--- src/rtl/hdmi_video_timing_ctrl.sv ---
// hdmi_video_timing_ctrl
//   Video timing generator and pixel scheduler in front of the VGA2HDMI TMDS
//   datapath. Programmable horizontal/vertical counters produce HSYNC, VSYNC
//   and ACTIVE. Pixels are pulled from an upstream source through a
//   valid/ready handshake. Starts and stops happen only on frame boundaries,
//   and a missing pixel is flagged as a sticky underrun.
//
// Ports
//   pixclk        pixel clock, all logic on the rising edge
//   rst_n         asynchronous active-low reset
//   enable        run request (level)
//   pix_data      {red,green,blue} from upstream
//   pix_valid     pix_data is valid
//   pix_ready     controller takes pix_data this cycle (combinational)
//   HSYNC/VSYNC   registered syncs, asserted level = SYNC_POL
//   ACTIVE        registered data enable
//   red/green/blue registered pixel aligned with ACTIVE
//   x_pos/y_pos   counter position of the pixel currently on the outputs
//   frame_start   one-cycle pulse with the first output cycle of each frame
//   underrun      sticky flag: pixel requested while pix_valid was low
//   underrun_clr  clears underrun (a simultaneous new underrun wins)
module hdmi_video_timing_ctrl #(
    parameter int H_ACTIVE = 640,
    parameter int H_FP     = 16,
    parameter int H_SYNC   = 96,
    parameter int H_BP     = 48,
    parameter int V_ACTIVE = 480,
    parameter int V_FP     = 10,
    parameter int V_SYNC   = 2,
    parameter int V_BP     = 33,
    parameter int SYNC_POL = 0
) (
    input  logic        pixclk,
    input  logic        rst_n,
    input  logic        enable,
    input  logic [23:0] pix_data,
    input  logic        pix_valid,
    output logic        pix_ready,
    output logic        HSYNC,
    output logic        VSYNC,
    output logic        ACTIVE,
    output logic [7:0]  red,
    output logic [7:0]  green,
    output logic [7:0]  blue,
    output logic [10:0] x_pos,
    output logic [10:0] y_pos,
    output logic        frame_start,
    output logic        underrun,
    input  logic        underrun_clr
);

    localparam int H_TOTAL = H_ACTIVE + H_FP + H_SYNC + H_BP;
    localparam int V_TOTAL = V_ACTIVE + V_FP + V_SYNC + V_BP;

    localparam logic [10:0] H_LAST   = 11'(H_TOTAL - 1);
    localparam logic [10:0] V_LAST   = 11'(V_TOTAL - 1);
    localparam logic [10:0] H_DE_END = 11'(H_ACTIVE);
    localparam logic [10:0] V_DE_END = 11'(V_ACTIVE);
    localparam logic [10:0] HS_FIRST = 11'(H_ACTIVE + H_FP);
    localparam logic [10:0] HS_LAST  = 11'(H_ACTIVE + H_FP + H_SYNC - 1);
    localparam logic [10:0] VS_FIRST = 11'(V_ACTIVE + V_FP);
    localparam logic [10:0] VS_LAST  = 11'(V_ACTIVE + V_FP + V_SYNC - 1);

    localparam logic SYNC_ON = (SYNC_POL != 0);

    typedef enum logic [1:0] {
        S_IDLE  = 2'd0,
        S_RUN   = 2'd1,
        S_DRAIN = 2'd2
    } state_t;

    state_t      state;
    state_t      state_nxt;
    logic [10:0] h_cnt;
    logic [10:0] v_cnt;
    logic        h_last;
    logic        frame_last;
    logic        de;
    logic        hs;
    logic        vs;
    logic        live;

    // Region decode from the current counter position
    always_comb begin
        h_last     = (h_cnt == H_LAST);
        frame_last = h_last && (v_cnt == V_LAST);
        de         = (h_cnt < H_DE_END) && (v_cnt < V_DE_END);
        hs         = (h_cnt >= HS_FIRST) && (h_cnt <= HS_LAST);
        vs         = (v_cnt >= VS_FIRST) && (v_cnt <= VS_LAST);
    end

    // FSM: state register
    always_ff @(posedge pixclk or negedge rst_n) begin
        if (!rst_n) begin
            state <= S_IDLE;
        end else begin
            state <= state_nxt;
        end
    end

    // FSM: next state. DRAIN ignores enable until the last pixel of the
    // frame, so a frame is never cut short.
    always_comb begin
        state_nxt = state;
        case (state)
            S_IDLE:  if (enable)     state_nxt = S_RUN;
            S_RUN:   if (!enable)    state_nxt = S_DRAIN;
            S_DRAIN: if (frame_last) state_nxt = S_IDLE;
            default:                 state_nxt = S_IDLE;
        endcase
    end

    // FSM: outputs
    always_comb begin
        live      = (state != S_IDLE);
        pix_ready = de && live;
    end

    // Counters are held at the origin while idle, so a restart always begins
    // at (0,0). The wrap at the end of a drained frame lands them there too.
    always_ff @(posedge pixclk or negedge rst_n) begin
        if (!rst_n) begin
            h_cnt <= '0;
            v_cnt <= '0;
        end else if (!live) begin
            h_cnt <= '0;
            v_cnt <= '0;
        end else if (h_last) begin
            h_cnt <= '0;
            v_cnt <= (v_cnt == V_LAST) ? 11'd0 : v_cnt + 11'd1;
        end else begin
            h_cnt <= h_cnt + 11'd1;
        end
    end

    // Registered video outputs, one pixclk behind the counters
    always_ff @(posedge pixclk or negedge rst_n) begin
        if (!rst_n) begin
            ACTIVE      <= 1'b0;
            HSYNC       <= ~SYNC_ON;
            VSYNC       <= ~SYNC_ON;
            x_pos       <= '0;
            y_pos       <= '0;
            frame_start <= 1'b0;
        end else begin
            ACTIVE      <= pix_ready;
            HSYNC       <= (live && hs) ? SYNC_ON : ~SYNC_ON;
            VSYNC       <= (live && vs) ? SYNC_ON : ~SYNC_ON;
            x_pos       <= h_cnt;
            y_pos       <= v_cnt;
            frame_start <= live && (h_cnt == 11'd0) && (v_cnt == 11'd0);
        end
    end

    // Pixel capture: a missing pixel is shown as black and timing keeps
    // going; blanking is always black.
    always_ff @(posedge pixclk or negedge rst_n) begin
        if (!rst_n) begin
            {red, green, blue} <= 24'd0;
        end else if (pix_ready && pix_valid) begin
            {red, green, blue} <= pix_data;
        end else begin
            {red, green, blue} <= 24'd0;
        end
    end

    // Sticky underrun; a new event takes priority over the clear
    always_ff @(posedge pixclk or negedge rst_n) begin
        if (!rst_n) begin
            underrun <= 1'b0;
        end else if (pix_ready && !pix_valid) begin
            underrun <= 1'b1;
        end else if (underrun_clr) begin
            underrun <= 1'b0;
        end
    end

endmodule

--- config.mk ---
export PLATFORM = sky130hd
export DESIGN_NAME = hdmi_video_timing_ctrl
export DESIGN_NICKNAME = d
export VERILOG_FILES = /design/src/rtl/hdmi_video_timing_ctrl.sv
export SDC_FILE = /design/constraint.sdc
export NUM_CORES = 1
export LEC_CHECK = 0
export ABC_AREA = 0
export CORE_ASPECT_RATIO = 1.5
export CORE_MARGIN = 5
export CORE_UTILIZATION = 26
export CTS_BUF_LIST = sky130_fd_sc_hd__clkbuf_16
export CTS_CLUSTER_DIAMETER = 60
export DETAILED_ROUTE_END_ITERATION = 8
export GPL_TIMING_DRIVEN = 0
export PLACE_DENSITY = 0.56
export SLEW_MARGIN = 10
export SYNTH_ARGS = -nofsm -noshare
export SYNTH_HDL_FRONTEND = slang
export SYNTH_SLANG_ARGS = --single-unit
--- constraint.sdc ---
create_clock -name pixclk -period 3.8 [get_ports pixclk]
set_input_delay 0.76 -clock pixclk [delete_from_list [all_inputs] [get_ports pixclk]]
set_output_delay 0.76 -clock pixclk [all_outputs]
set_load 0.05 [all_outputs]
Yosys cells after proc, flatten, opt, wreduce, memory -nomap -nowiden

Index checks and enable logic that the tools add are counted.

$add $sub $neg: 2
Order comparisons: 6
Equality and inequality tests: 8
Multiplexer cells: 16
Reduce and logical (&&, ||, !) cells: 18

Operators with widths:

| cell                                                                                | count |
|---|---|
| 11-bit two-way mux                                                                  | 5 |
| 8-bit two-way mux                                                                   | 3 |
| 11-bit by 1-bit adder with 11-bit output (second input constant)                    | 2 |
| 11-bit by 10-bit == test with 1-bit output (second input constant)                  | 2 |
| 11-bit zero test                                                                    | 2 |
| 11-bit by 10-bit >= comparator with 1-bit output (second input constant)            | 1 |
| 11-bit by 9-bit >= comparator with 1-bit output (second input constant)             | 1 |
| 11-bit by 10-bit less-or-equal comparator with 1-bit output (second input constant) | 1 |
| 11-bit by 9-bit less-or-equal comparator with 1-bit output (second input constant)  | 1 |
| 1-bit logical AND                                                                   | 11 |
| 11-bit by 10-bit less-than comparator with 1-bit output (second input constant)     | 1 |
| 11-bit by 9-bit less-than comparator with 1-bit output (second input constant)      | 1 |
| 2-bit != test (second input constant)                                               | 4 |
| 2-bit two-way mux                                                                   | 3 |
| 2-bit case mux with 3 select lines                                                  | 1 |
| 1-bit two-way mux                                                                   | 4 |
| 2-bit nonzero test                                                                  | 2 |
| 3-bit AND reduction                                                                 | 1 |
| 2-bit by 1-bit == test with 1-bit output (second input constant)                    | 1 |
| 2-bit == test (second input constant)                                               | 1 |
| 2-bit zero test                                                                     | 1 |
| 1-bit zero test                                                                     | 1 |

Register bits: 75
Input port bits: 29
Output and inout bits: 52

Logic depth before layout (Yosys ltp)

Depth after elaboration: 5
Depth in mapped cells: 6
Depth with buffers taken out: 6

Worst setup path before layout

Ideal clock, no wire load.

Path kind: register -> output
From: register state[1]
To: output port pix_ready
Arrival time: 2.021 ns
Required time: 3.040 ns
Setup slack: 1.019 ns
Stages on the path, launching flop included: 4
Buffers on the path: 0
Path through: dfrtp_1 > nor2_1 > or3_1 > nor3_1

Cells in the longest elaborated chain, start to end: 2

Ends and longest elaborated chain:

| element                | RTL line | RTL |
|---|---|---|
| start, declared        | 72       | `state_t state;` |
| start signal, assigned | 97       | `state <= state_nxt;` |
| 2-bit nonzero test     | 115      | `live = (state != S_IDLE);` |
| 1-bit logical AND      | 116      | `pix_ready = de && live;` |
| end, declared          | 38       | `output logic pix_ready,` |

No other way between the ends.

Worst setup path after layout

Ends and elaborated chain as after synthesis.

==> summary.md <==
Once the floorplan was initialized, standard cells occupied 26.4% of the core. Along the worst path, the maximum fanout reaches 7. The logs give 0 for the number of remaining DRC errors and 81 for the number of top-level pins. The run gives 0 as the final count of pins violating max slew.

The number of nets handed over by synthesis was 267. The count of buffers from port buffering works out to 80. The synthesized netlist devotes 8.37% of its cell area to compound gates.

For this run, the post-layout net count is 359. The first-pass GRT wire length came out at 10.6 mm. The run gives 0 as the total of cells resized after clock tree synthesis. The tool flagged a number of max-cap violations equal to 0. The count of hold buffers inserted by post-cts repair came out at 0. The Yosys step of the flow raised 0 warnings.

Of the total synthesized cell area, the portion taken by AND, OR, NAND and NOR gates is 19.7%. The finished layout holds 476 standard cells, fillers aside. The clock passes through at most 2 buffers. The tree built by TritonCTS fans out to 75 sinks. 0 antenna diodes ended up in the layout. The initial antenna violation count is 0. In this run the clock root is driven by a sky130_fd_sc_hd__clkbuf_16. The detailed router finished its first iteration with 91 violations.

Counting flops and latches in the post-synthesis netlist gives 75. Total number of H-tree levels: 3. In this run, distinct cell masters in the synthesized netlist total 44. The most used flip-flop cell after synthesis is sky130_fd_sc_hd__dfrtp_1.

In the synthesized netlist, mux cells make up 0% of the area. The floorplan step defined a die boundary enclosing 13,300 sq um. The maximum frequency from static timing analysis is 310 MHz. The final core area utilization is 38.3%.

Summed over all layers, the global routing overflow is 0. The adder and majority gate portion of the synthesized area was 1.73%; the core area was 10,900 sq um. The post-synthesis async set-or-reset flop share works out to 100%. The run gives 2890 sq um as the cell area after technology mapping.

The period utilization came out at 84.9%. The run finished with clean final reports. Setup repair after global routing left no endpoint under its margin. Dividing the detail-routed via count by the number of cells gives 4.40. The chip height is 139 um. The run gives 2,137 as the number of global-route vias before repair. The total half-perimeter wirelength after legalization and detailed placement was 4.90 mm; the post-synthesis to final-layout area growth was 45.3%. The minimum clock period after layout works out to 3.23 ns.

Sequential cells were found to cover 65.1% of the synthesized design area. TritonCTS built the clock tree. The wire length per cell after detailed routing is 13.8 um.

Type of the setup path with the least slack: flop to primary output. The pin count of the biggest net entering global routing was 52; the clock latency of the later-clocked register in the worst-skew pair was 0.33 ns. Headroom to the max-slew limit: 57.8%. The worst setup path is launched from a flop. Data on the critical path arrives at its endpoint at 2.47 ns.

VDD sags by at most 227 uV. Synthesis handed over a netlist of 234 instances. STA classifies the critical path endpoint as a primary output. The run gives 0 as the number of failing hold endpoints at the final stage. The count of nets left with antenna violations once routing finished came out at 0. Averaged over all synthesized cells, the footprint is 12.3 sq um.

The transition time of the tightest slew-check pin was 0.630 ns; the cell count after placement was 462. Once the clock tree was built, the setup fixing pass inserted 0 buffers. The pre-antenna-repair detailed-routing pass consisted of 4 iterations.

Post-detailed-routing wire length: 6.58 mm. Cells with a size suffix above 1 make up 7.90% of the layout. The run gives 47 as the number of cell rows. Global routing used 10.3% of the available tracks.

The horizontal die dimension is 96.0 um. The xor and xnor area share after synthesis is 2.73%. The congestion estimate from routability-driven global placement came to 0.782. The number of buffers created by CTS is 9.

By area, the combinational part of the netlist is dominated by simple AND/OR/NAND/NOR gates. For the number of endpoints failing setup at the final stage, the log shows 0. Clock-pin slew was measured on the worst setup and hold paths at 0.05 ns. The logs give 1.81 nW for the cell leakage power and 0.00425 ns for the worst clock skew on the final layout.

For the worst setup path, the data required time is 3.04 ns. The tightest min-delay check is of the input port to asynchronous set/reset pin type. For this design the ratio of total power to cell area is 587 nW/um^2. The final route contains 2,094 vias.

Number of synthesized flops with an enable pin: 0.
registers in the layout (all words and copies together), names as in the netlist:
signal and count:
underrun 1, VSYNC 1, ACTIVE 1, state 2
h_cnt 11, red 8, y_pos 11, blue 8
v_cnt 11, frame_start 1, HSYNC 1, green 8
x_pos 11
cells by family (layout without fill, tap and decap cells):
logic type,after synthesis,count (layout)
AND/OR/NAND/NOR,98,98
flip-flops,75,75
AO/OA/AOI/OAI,33,33
buffers and inverters,15,110
XOR/XNOR,9,9
adder cells (fa/ha/maj),4,4
per-stage QoR:
stage / worst slack [ns] / cell area, sq um / hold WS [ns] / TNS, ns / power [mW]
2_1_floorplan: 1.02 / 2890 / 0.352 / 0 / 1.37
4_1_cts: 0.553 / 4190 / 0.335 / 0 / 2.50
5_1_grt: 0.417 / 4190 / 0.354 / 0 / 2.59
6_report: 0.574 / 4190 / 0.331 / 0 / 2.46
3_5_place_dp: 0.914 / 3890 / 0.362 / 0 / 1.63
3_3_place_gp: -0.547 / 3870 / 0.364 / -39.52 / 1.62
cell type report:
cell class | count | area, sq um
Clock buffer | 9 | 225
Inverter | 6 | 22.5
Timing Repair Buffer | 81 | 826
Buffer | 9 | 43.8
Sequential cell | 75 | 1880
Tap cell | 147 | 184
Clock inverter | 5 | 71.3
Fill cell | 1111 | 6750
Multi-Input combinational cell | 144 | 940
cell usage in the layout, fill, tap and decap left out, types with 2 or more instances in the layout:
cell and count:
sky130_fd_sc_hd__clkdlybuf4s50_1 79, sky130_fd_sc_hd__dfrtp_1 73, sky130_fd_sc_hd__and2_1 25, sky130_fd_sc_hd__nor2_1 16
sky130_fd_sc_hd__nand2_1 12, sky130_fd_sc_hd__clkbuf_16 9, sky130_fd_sc_hd__nand3_1 8, sky130_fd_sc_hd__inv_1 7
sky130_fd_sc_hd__xor2_1 7, sky130_fd_sc_hd__nor4_1 7, sky130_fd_sc_hd__nand4_1 6, sky130_fd_sc_hd__o21ai_0 6
sky130_fd_sc_hd__clkbuf_1 6, sky130_fd_sc_hd__a31oi_1 6, sky130_fd_sc_hd__nor3_1 5, sky130_fd_sc_hd__o211ai_1 4
sky130_fd_sc_hd__ha_1 4, sky130_fd_sc_hd__nor2b_1 3, sky130_fd_sc_hd__a22o_1 3, sky130_fd_sc_hd__o31ai_1 3
sky130_fd_sc_hd__dfstp_2 2, sky130_fd_sc_hd__or3_1 2, sky130_fd_sc_hd__or2_2 2, sky130_fd_sc_hd__buf_2 2
sky130_fd_sc_hd__and4_1 2, sky130_fd_sc_hd__and3_1 2, sky130_fd_sc_hd__xnor2_1 2, sky130_fd_sc_hd__o31a_1 2
sky130_fd_sc_hd__clkinv_1 2, sky130_fd_sc_hd__bufinv_16 2
metal layers:
layer | global-route usage [%] | part of all wire [%]
met5 | 0 | 0
met4 | 4.95 | 2.3
met3 | 3.04 | 7.1
met2 | 17.5 | 52
met1 | 11.5 | 39
where the power goes:
| part | internal (mW) | switching (mW) | total (mW) |
|---|---|---|---|
| registers | 0.886 | 0.0527 | 0.939 |
| clock network | 0.560 | 0.295 | 0.855 |
| logic | 0.230 | 0.436 | 0.666 |
Yosys cell counts (3+ instances only):
library cell	instances	area (sq um)
sky130_fd_sc_hd__ha_1	4	50.1
sky130_fd_sc_hd__nor4_1	7	43.8
sky130_fd_sc_hd__o31ai_1	3	22.5
sky130_fd_sc_hd__nand3_1	8	40.0
sky130_fd_sc_hd__nand4_1	6	37.5
sky130_fd_sc_hd__o21ai_0	6	30.0
sky130_fd_sc_hd__inv_1	6	22.5
sky130_fd_sc_hd__a22o_1	3	26.3
sky130_fd_sc_hd__dfrtp_1	73	1830
sky130_fd_sc_hd__nor3_1	5	25.0
sky130_fd_sc_hd__xor2_1	7	61.3
sky130_fd_sc_hd__nor2b_1	3	18.8
sky130_fd_sc_hd__o211ai_1	4	30.0
sky130_fd_sc_hd__and2_1	25	156
sky130_fd_sc_hd__clkbuf_1	6	22.5
sky130_fd_sc_hd__nand2_1	12	45.0
sky130_fd_sc_hd__nor2_1	16	60.1
sky130_fd_sc_hd__a31oi_1	6	37.5
path summary, 6_finish.rpt:
| path | start | endpoint | slack (ns) | depth (start not counted) |
|---|---|---|---|---|
| max | state[1] | pix_ready | 0.57 | 4 |
| max in group asynchronous | rst_n | HSYNC | 2.87 | 2 |
| max reg2reg | h_cnt[10] | v_cnt[7] | 1.64 | 5 |
| min reg2reg | h_cnt[4] | x_pos[4] | 0.38 | 0 |
| min | rst_n | blue[1] | 0.33 | 1 |
| min in group pixclk | h_cnt[4] | x_pos[4] | 0.38 | 0 |
worst max-delay path: stages, from the launching register on:
cell and delay (ns):
sky130_fd_sc_hd__dfrtp_1 0.39, sky130_fd_sc_hd__nor2_1 0.17, sky130_fd_sc_hd__or3_1 0.43, sky130_fd_sc_hd__nor3_1 0.28, sky130_fd_sc_hd__clkdlybuf4s50_1 0.86
(Power assumes the default switching activity.)
